<file path="config.mk">
export PLATFORM = sky130hd
export DESIGN_NAME = usb_rx_phy_decoder
export DESIGN_NICKNAME = d
export VERILOG_FILES = /design/src/rtl/usb_rx_phy_decoder.sv
export SDC_FILE = /design/constraint.sdc
export NUM_CORES = 1
export LEC_CHECK = 0
export CELL_PAD_IN_SITES_DETAIL_PLACEMENT = 1
export CELL_PAD_IN_SITES_GLOBAL_PLACEMENT = 1
export CORE_MARGIN = 3
export CORE_UTILIZATION = 39
export DETAILED_ROUTE_END_ITERATION = 10
export GPL_ROUTABILITY_DRIVEN = 0
export PLACE_DENSITY = 0.81
export SETUP_SLACK_MARGIN = 0.02
export SYNTH_ARGS = -nofsm -noshare
export SYNTH_HDL_FRONTEND = slang
export SYNTH_SLANG_ARGS = --single-unit
</file>
<file path="constraint.sdc">
create_clock -name clk -period 1.95 [get_ports clk]
set_input_delay 0.195 -clock clk [delete_from_list [all_inputs] [get_ports clk]]
set_output_delay 0.195 -clock clk [all_outputs]
set_load 0.02 [all_outputs]
</file>
<file path="src/rtl/usb_rx_phy_decoder.sv">
// usb_rx_phy_decoder: USB receive bit-level stage.
// NRZI decode, SYNC detect, unstuffing, byte assembly, EOP and line errors.

package usb_pkg;

    // Sampled bus state as delivered by the line sampler
    typedef enum logic [1:0] {
        LS_SE0 = 2'b00,
        LS_J   = 2'b01,
        LS_K   = 2'b10,
        LS_SE1 = 2'b11
    } usb_line_state_t;

    localparam int         USB_STUFF_BITS_N = 6;
    localparam logic [7:0] USB_SYNC_VAL     = 8'h80;

    localparam logic [1:0] USB_ERR_STUFF = 2'd1;
    localparam logic [1:0] USB_ERR_ALIGN = 2'd2;
    localparam logic [1:0] USB_ERR_SE1   = 2'd3;

endpackage

module usb_rx_phy_decoder
    import usb_pkg::*;
#(
    parameter int         STUFF_BITS_N = USB_STUFF_BITS_N,
    parameter logic [7:0] SYNC_VAL     = USB_SYNC_VAL
) (
    input  logic       clk,
    input  logic       rst_n,
    input  logic [1:0] line_state,
    input  logic       bit_stb,
    output logic       rx_active,
    output logic [7:0] rx_data,
    output logic       rx_valid,
    output logic       rx_eop,
    output logic       rx_err,
    output logic [1:0] rx_err_code
);

    typedef enum logic [2:0] {
        S_IDLE,
        S_SYNC,
        S_DATA,
        S_EOP,
        S_ERR
    } state_t;

    localparam logic [3:0] STUFF_N = 4'(STUFF_BITS_N);

    state_t          state;
    usb_line_state_t ls;
    usb_line_state_t prev_ls;
    logic [7:0]      sync_sr;
    logic [7:0]      data_sr;
    logic [2:0]      bit_cnt;
    logic [2:0]      byte_cnt;
    logic [3:0]      ones_cnt;
    logic [1:0]      se0_cnt;
    logic            seen_se0;

    logic            is_jk;
    logic            dec_bit;
    logic [7:0]      sync_nxt;
    logic [7:0]      data_nxt;

    assign ls       = usb_line_state_t'(line_state);
    assign is_jk    = (ls == LS_J) || (ls == LS_K);
    assign dec_bit  = (ls == prev_ls);
    assign sync_nxt = {dec_bit, sync_sr[7:1]};
    assign data_nxt = {dec_bit, data_sr[7:1]};

    // Receive FSM: advances one bit per strobe, pulses cleared every clk
    always_ff @(posedge clk) begin
        if (!rst_n) begin
            state       <= S_IDLE;
            prev_ls     <= LS_J;
            sync_sr     <= 8'h00;
            data_sr     <= 8'h00;
            bit_cnt     <= 3'd0;
            byte_cnt    <= 3'd0;
            ones_cnt    <= 4'd0;
            se0_cnt     <= 2'd0;
            seen_se0    <= 1'b0;
            rx_active   <= 1'b0;
            rx_data     <= 8'h00;
            rx_valid    <= 1'b0;
            rx_eop      <= 1'b0;
            rx_err      <= 1'b0;
            rx_err_code <= 2'd0;
        end else begin
            rx_valid <= 1'b0;
            rx_eop   <= 1'b0;
            rx_err   <= 1'b0;
            if (bit_stb) begin
                if (is_jk) begin
                    prev_ls <= ls;
                end
                unique case (state)
                    S_IDLE: begin
                        // A K out of idle is the first SYNC transition
                        if (ls == LS_K) begin
                            state   <= S_SYNC;
                            sync_sr <= 8'h00;
                            bit_cnt <= 3'd1;
                        end
                    end
                    S_SYNC: begin
                        unique case (ls)
                            LS_SE0: state <= S_IDLE;
                            LS_SE1: begin
                                state       <= S_ERR;
                                seen_se0    <= 1'b0;
                                rx_err      <= 1'b1;
                                rx_err_code <= USB_ERR_SE1;
                            end
                            LS_J, LS_K: begin
                                sync_sr <= sync_nxt;
                                bit_cnt <= bit_cnt + 3'd1;
                                if (bit_cnt == 3'd7) begin
                                    if (sync_nxt == SYNC_VAL) begin
                                        state     <= S_DATA;
                                        rx_active <= 1'b1;
                                        ones_cnt  <= 4'd1;
                                        byte_cnt  <= 3'd0;
                                    end else begin
                                        state <= S_IDLE;
                                    end
                                end
                            end
                        endcase
                    end
                    S_DATA: begin
                        unique case (ls)
                            LS_SE0: begin
                                if (byte_cnt == 3'd0) begin
                                    state   <= S_EOP;
                                    se0_cnt <= 2'd1;
                                end else begin
                                    state       <= S_ERR;
                                    seen_se0    <= 1'b1;
                                    rx_active   <= 1'b0;
                                    rx_err      <= 1'b1;
                                    rx_err_code <= USB_ERR_ALIGN;
                                end
                            end
                            LS_SE1: begin
                                state       <= S_ERR;
                                seen_se0    <= 1'b0;
                                rx_active   <= 1'b0;
                                rx_err      <= 1'b1;
                                rx_err_code <= USB_ERR_SE1;
                            end
                            LS_J, LS_K: begin
                                if (ones_cnt == STUFF_N) begin
                                    if (dec_bit) begin
                                        state       <= S_ERR;
                                        seen_se0    <= 1'b0;
                                        rx_active   <= 1'b0;
                                        rx_err      <= 1'b1;
                                        rx_err_code <= USB_ERR_STUFF;
                                    end else begin
                                        ones_cnt <= 4'd0;
                                    end
                                end else begin
                                    ones_cnt <= dec_bit ? ones_cnt + 4'd1 : 4'd0;
                                    data_sr  <= data_nxt;
                                    byte_cnt <= byte_cnt + 3'd1;
                                    if (byte_cnt == 3'd7) begin
                                        rx_data  <= data_nxt;
                                        rx_valid <= 1'b1;
                                    end
                                end
                            end
                        endcase
                    end
                    S_EOP: begin
                        unique case (ls)
                            LS_SE0: begin
                                if (se0_cnt != 2'd3) begin
                                    se0_cnt <= se0_cnt + 2'd1;
                                end
                            end
                            LS_J: begin
                                state     <= S_IDLE;
                                prev_ls   <= LS_J;
                                rx_active <= 1'b0;
                                rx_eop    <= 1'b1;
                            end
                            LS_K, LS_SE1: begin
                                state       <= S_ERR;
                                seen_se0    <= 1'b0;
                                rx_active   <= 1'b0;
                                rx_err      <= 1'b1;
                                rx_err_code <= USB_ERR_SE1;
                            end
                        endcase
                    end
                    S_ERR: begin
                        // Recover only after an SE0 directly followed by J
                        unique case (ls)
                            LS_SE0: seen_se0 <= 1'b1;
                            LS_J: begin
                                if (seen_se0) begin
                                    state   <= S_IDLE;
                                    prev_ls <= LS_J;
                                end
                            end
                            LS_K, LS_SE1: seen_se0 <= 1'b0;
                        endcase
                    end
                    default: state <= S_IDLE;
                endcase
            end
        end
    end

endmodule

</file>
==> results of run 1 <==
[power by group through the flow]
stage / sequential [uW] / combinational, uW / clock, uW
after floorplan: 972 / 300 / 0
after global placement: 960 / 499 / 0
after detailed placement: 962 / 520 / 0
after CTS: 943 / 552 / 567
after global routing: 949 / 672 / 602
final: 946 / 624 / 552
[area by class of cell]
class                   count  area share
well taps                  72      0.0288
flip-flops and latches     44       0.283
inverters                   8     0.00961
repair buffers             70       0.186
clock buffers               5      0.0220
clock inverters             2     0.00400
multi-input cells         191       0.467
[layer usage]
metal	part of all wire	wire, um	global-route usage	vias up
met5	0	0	0	-
met2	0.54	3720	0.364	48
li1	-	-	-	1050
met4	0.022	153	0.0731	0
met3	0.035	243	0.0369	17
met1	0.41	2810	0.259	1065
[through the flow]
step / cells / setup WS, ns / hold slack [ns] / area, um^2 / utilization
after floorplan: 259 / 0.132 / 0.337 / 2270 / -
after global routing: 392 / -0.139 / 0.435 / 3130 / 0.561
after detailed placement: 377 / -0.342 / 0.448 / 2790 / 0.500
after global placement: 377 / -0.223 / 0.443 / 2790 / 0.500
after CTS: 387 / 0.0118 / 0.459 / 2980 / 0.534
final: 392 / -0.0262 / 0.413 / 3130 / 0.561
[cells in the final DEF (no fill, tap or decap), drive strengths merged, types with 2 or more instances in the layout]
master and count:
nand3 17, dlymetal6s2s 2, clkbuf 5, a22oi 10, a21oi 17, o21ai 7, nor2 29, o41ai 2
a211o 3, or4 2, and3 5, and2 2, inv 7, buf 52, and2b 3, a31oi 2
dfxtp 44, nand4 3, clkinv 2, ha 13, mux2i 12, a311oi 4, clkdlybuf4s50 16, a211oi 3
nor3b 2, nand3b 3, nor3 3, nand2b 4, nor2b 2, xnor2 2, nor4b 2, nand2 25
[cell families (layout without fill, tap and decap cells)]
logic type               count (synthesis)  count (layout)  share of synthesized area
AO/OA/AOI/OAI                           57              57                      0.181
adder cells (fa/ha/maj)                 13              13                     0.0716
XOR/XNOR                                 2               2                    0.00771
buffers and inverters                   24              85                     0.0518
AND/OR/NAND/NOR                        106             106                      0.242
multiplexers                            13              13                     0.0579
flip-flops                              44              44                      0.388
[flip-flops by register name, summed over array words and instances, names as in the netlist]
register / flops
data_sr: 7
rx_err_code: 2
rx_err: 1
rx_data: 8
byte_cnt: 3
seen_se0: 1
sync_sr: 7
prev_ls: 2
rx_eop: 1
ones_cnt: 4
state: 3
rx_valid: 1
rx_active: 1
bit_cnt: 3
[critical path, stage by stage (launching register included)]
cell and delay, ns:
dfxtp_2 0.36, ha_4 0.14, ha_4 0.12, nor4b_4 0.18
nand4_1 0.16, a21o_1 0.28, buf_4 0.16, o311ai_1 0.32
o41ai_2 0.13
[timing repair]
action	in CTS	in global routing
setup endpoints to repair	12	32
pin swaps	4	11
buffers inserted	3	5
gates cloned	0	1
resized for setup	15	30
[final timing paths]
path	to	slack, ns	cells after the start
max	ones_cnt[3]	-0.03	8
min	prev_ls[1]	0.41	4
max reg2reg	ones_cnt[3]	-0.03	8
min reg2reg	rx_data[3]	0.46	2
==> impl_metrics.env, run 1 <==
export IMPL_status="finished, violations left"
export IMPL_violations="negative setup slack"
export IMPL_maxSlewHeadroom=0.753
export IMPL_htree_num_levels=2
export IMPL_netSwitchingFraction=0.317
export IMPL_vias=2180
export IMPL_power_density_nw_per_um2=679
export IMPL_critPathKind="reg2reg"
export IMPL_yosysTopAreaCellShare=0.388
export IMPL_viasPerCell=5.56
export IMPL_critPathLaunch="bit_cnt[0]"
export IMPL_grt_pass1_vias=2231
export IMPL_critPathMaxFanout=4
export IMPL_nets=338
export IMPL_ant_nets=0
export IMPL_seqPwrFrac=0.446
export IMPL_period_minus_slack_ns=1.98
export IMPL_intPower_uw=1450
export IMPL_ys_types=52
export IMPL_clock_skew_ns=0.00460
export IMPL_grt_setup_unrepaired="yes"
export IMPL_seqCellArea_um2=885
export IMPL_ctsHoldBuffers=0
export IMPL_finalMaxSlewViolations=0
export IMPL_grt_overflow_total=0
export IMPL_wl_per_cell_um=17.7
export IMPL_hp_start="line_state[1]"
export IMPL_cts_buffers=5
export IMPL_synth_edf_count=0
export IMPL_fp_dieH_um=82.3
export IMPL_die_w_um=82.3
export IMPL_grt_antenna_before_repair=0
export IMPL_cts_root_buf="clkbuf_8"
export IMPL_hold_violations=0
export IMPL_leakagePower_uw=0.00120
export IMPL_initialDrtViolationCount=81
export IMPL_setup_viol=1
export IMPL_grt_pass1_wl_um=11000
export IMPL_synthTopCellsByArea="dfxtp_1, ha_1, mux2i_1"
export IMPL_drc=0
export IMPL_seq_area_frac_synth=0.388
export IMPL_rows=27
export IMPL_cap_violations=0
export IMPL_synth_most_common_cell="dfxtp_1"
export IMPL_fill_cells=668
export IMPL_synthTopCellsByCount="dfxtp_1, nor2_1, nand2_1, a21oi_1, nand3_1"
export IMPL_syn_inst=259
export IMPL_multiInputGateArea_um2=1460
export IMPL_cts_buffer_depth=2
export IMPL_grt_max_degree=24
export IMPL_comb_power_share=0.294
export IMPL_worst_slew_pin_slew_ns=0.370
export IMPL_path_clk_slew_ns=0.08
export IMPL_n_antenna_cell=0
export IMPL_clock_power_share=0.260
export IMPL_drive_gt1_frac=0.309
export IMPL_tns_ns=-0.0262
export IMPL_cts_tree="yes"
export IMPL_critical_path_arrival_ns=2.15
export IMPL_p_sw_uw=674
export IMPL_avgSynthCellArea_um2=8.77
export IMPL_io_buffers=18
export IMPL_cts_num_sinks=44
export IMPL_crit_path_end_kind="flip-flop"
export IMPL_async_flop_share=0
export IMPL_yosys_warnings=0
export IMPL_design_die_area_um2=6770
export IMPL_r2r_start="bit_cnt[0]"
export IMPL_crit_required_ns=2.12
export IMPL_io_pins=19
export IMPL_synth_area_um2=2270
export IMPL_p_total_uw=2120
export IMPL_finalCritPeriodShare=1.01
export IMPL_synth_top_area_cell="dfxtp_1"
export IMPL_clk_latency_ns=0.29
export IMPL_hpwl_um=4670
export IMPL_synthFlopType="dfxtp_1"
export IMPL_start_util=0.407
export IMPL_hp_class="in2reg"
export IMPL_max_freq_mhz=506
export IMPL_first_pass_iters=4
export IMPL_ir_drop_uv=272
export IMPL_core_um2=5570
export IMPL_track_usage=0.210
export IMPL_area_growth_pct=37.6
export IMPL_crit_path_start_kind="flip-flop"
export IMPL_synth_nets=277
export IMPL_setup_ws_ns=-0.0262
export IMPL_routed_wl_um=6920
export IMPL_synth_seq_cells=44
No activity file was read; power rests on OpenSTA's default activity.
==> inputs of run 2 (changes only) <==
--- a/config.mk
+++ b/config.mk
@@ -10,8 +10,9 @@
 export CORE_MARGIN = 3
 export CORE_UTILIZATION = 39
 export DETAILED_ROUTE_END_ITERATION = 10
-export GPL_ROUTABILITY_DRIVEN = 0
-export PLACE_DENSITY = 0.81
+export GPL_ROUTABILITY_DRIVEN = 1
+export GPL_TIMING_DRIVEN = 0
+export PLACE_DENSITY_LB_ADDON = 0.12
 export SETUP_SLACK_MARGIN = 0.02
 export SYNTH_ARGS = -nofsm -noshare
 export SYNTH_HDL_FRONTEND = slang
==> run 2 against run 1 <==
  * The run still ends with negative setup slack left
  * Setup slack got worse by 0.031 ns
  * Die area unchanged
  * Non-clock buffer count shrank 30
  * Cell area shrank 8.4%
  * Sequential share of layout area increased by 2.7 points
  * Critical endpoint is now ones_cnt[2]
==> impl_metrics.env, run 2 (same netlist as run 1, synthesis figures left out) <==
export IMPL_top_regs="rx_data: 8 flops, data_sr: 7 flops, sync_sr: 7 flops"
export IMPL_maxSlewHeadroom=0.566
export IMPL_clock_skew_ns=0.00536
export IMPL_power_density_nw_per_um2=765
export IMPL_status="finished, violations left"
export IMPL_critPathKind="reg2reg"
export IMPL_area_growth_pct=26.0
export IMPL_crit_path_start_kind="flip-flop"
export IMPL_drive_gt1_frac=0.196
export IMPL_most_common_layout_cells="dfxtp_1, nor2_1, nand2_1"
export IMPL_nets=308
export IMPL_first_pass_iters=5
export IMPL_track_usage=0.192
export IMPL_critical_path_arrival_ns=2.25
export IMPL_critPathMaxFanout=8
export IMPL_setup_viol=3
export IMPL_top_register="rx_data"
export IMPL_post_route_util=0.513
export IMPL_timing_hold_ws_ns=0.349
export IMPL_grt_pass1_vias=1988
export IMPL_violations="negative setup slack"
export IMPL_fp_dieH_um=82.3
export IMPL_wl_per_cell_um=17.1
export IMPL_drc=0
export IMPL_cts_num_sinks=44
export IMPL_setup_ws_ns=-0.0568
export IMPL_cts_tree="yes"
export IMPL_ir_drop_uv=293
export IMPL_hpwl_um=4180
export IMPL_hold_violations=0
export IMPL_finalMaxSlewViolations=0
export IMPL_crit_path_end_kind="flip-flop"
export IMPL_finalCritPeriodShare=1.03
export IMPL_largest_reg_flops=8
export IMPL_final_common_cell="dfxtp_1"
export IMPL_io_buffers=18
export IMPL_leakagePower_uw=0.00102
export IMPL_crit_required_ns=2.19
export IMPL_hp_class="in2reg"
export IMPL_design_die_area_um2=6770
export IMPL_cts_buffer_depth=2
export IMPL_viasPerCell=5.58
export IMPL_start_util=0.407
export IMPL_ff2ff_path_depth=7
export IMPL_fill_cells=683
export IMPL_grt_overflow_total=0
export IMPL_path_clk_slew_ns=0.08
export IMPL_multiInputGateArea_um2=1410
export IMPL_whs_path_depth=3
export IMPL_initialDrtViolationCount=71
export IMPL_period_minus_slack_ns=2.01
export IMPL_grt_antenna_before_repair=0
export IMPL_grt_pass1_wl_um=9980
export IMPL_vias=2024
export IMPL_cap_violations=0
export IMPL_max_freq_mhz=498
export IMPL_grt_setup_unrepaired="yes"
export IMPL_io_pins=19
export IMPL_grt_max_degree=15
export IMPL_die_w_um=82.3
export IMPL_rows=27
export IMPL_gp_congestion=0.812
export IMPL_n_antenna_cell=0
export IMPL_cts_buffers=5
export IMPL_cts_root_buf="clkbuf_8"
export IMPL_core_um2=5570
export IMPL_seqCellArea_um2=887
export IMPL_ant_nets=0
export IMPL_htree_num_levels=2
export IMPL_clk_latency_ns=0.30
export IMPL_worst_slew_pin_slew_ns=0.643
export IMPL_routed_wl_um=6220
[run 2: routing by layer]
metal  global-route usage  wire, um  share of wire
met5                    0         0              0
met4               0.0498        96          0.015
met3               0.0358       179          0.029
met2                0.319      3030           0.49
met1                0.256      2920           0.47
[run 2: worst paths after layout]
check	endpoint	slack, ns	from
max	ones_cnt[2]	-0.06	bit_cnt[1]
min	prev_ls[1]	0.35	line_state[1]
max reg2reg	ones_cnt[2]	-0.06	bit_cnt[1]
min reg2reg	rx_data[5]	0.46	rx_data[5]
[run 2: what timing repair did]
| action | 4_1_cts | 5_1_grt |
|---|---|---|
| buffers inserted | 4 | 2 |
| pin swaps | 3 | 9 |
| cloned | 0 | 0 |
| setup endpoints to repair | 40 | 25 |
| gates resized for setup | 23 | 23 |
| hold buffers | 0 | 0 |
[run 2: final cells by class]
cell class | count | area share
well taps | 72 | 0.0315
plain buffers | 16 | 0.0345
clock buffers | 6 | 0.0289
flip-flops and latches | 44 | 0.310
clock inverters | 2 | 0.0136
multi-input cells | 191 | 0.491
repair buffers | 24 | 0.0796
inverters | 8 | 0.0105
[run 2: critical path, stage by stage (launching register included)]
cell and delay [ns]:
dfxtp_2 0.36, ha_4 0.14, ha_4 0.12, nor4b_4 0.18, nand4_1 0.21, a21o_4 0.32, or4_4 0.49, a21oi_2 0.12
[run 2: report_power, final]
group | total [uW] | switching, uW | internal, uW
sequential | 959 | 33.0 | 926
clock | 750 | 331 | 419
combinational | 480 | 290 | 190
total | 2190 | 655 | 1530
[run 2: metrics by stage]
| step | instance area [um^2] | total power (uW) | setup WS (ns) | TNS (ns) | std cells |
|---|---|---|---|---|---|
| finish | 2860 | 2190 | -0.0568 | -0.133 | 363 |
| global route | 2860 | 2310 | -0.120 | -0.660 | 363 |
| CTS | 2770 | 2160 | -0.0358 | -0.0503 | 361 |
| detailed placement | 2540 | 1390 | -0.643 | -20.04 | 349 |
| global placement | 2540 | 1390 | -0.618 | -18.63 | 349 |
| floorplan | 2270 | 1270 | 0.132 | 0 | 259 |
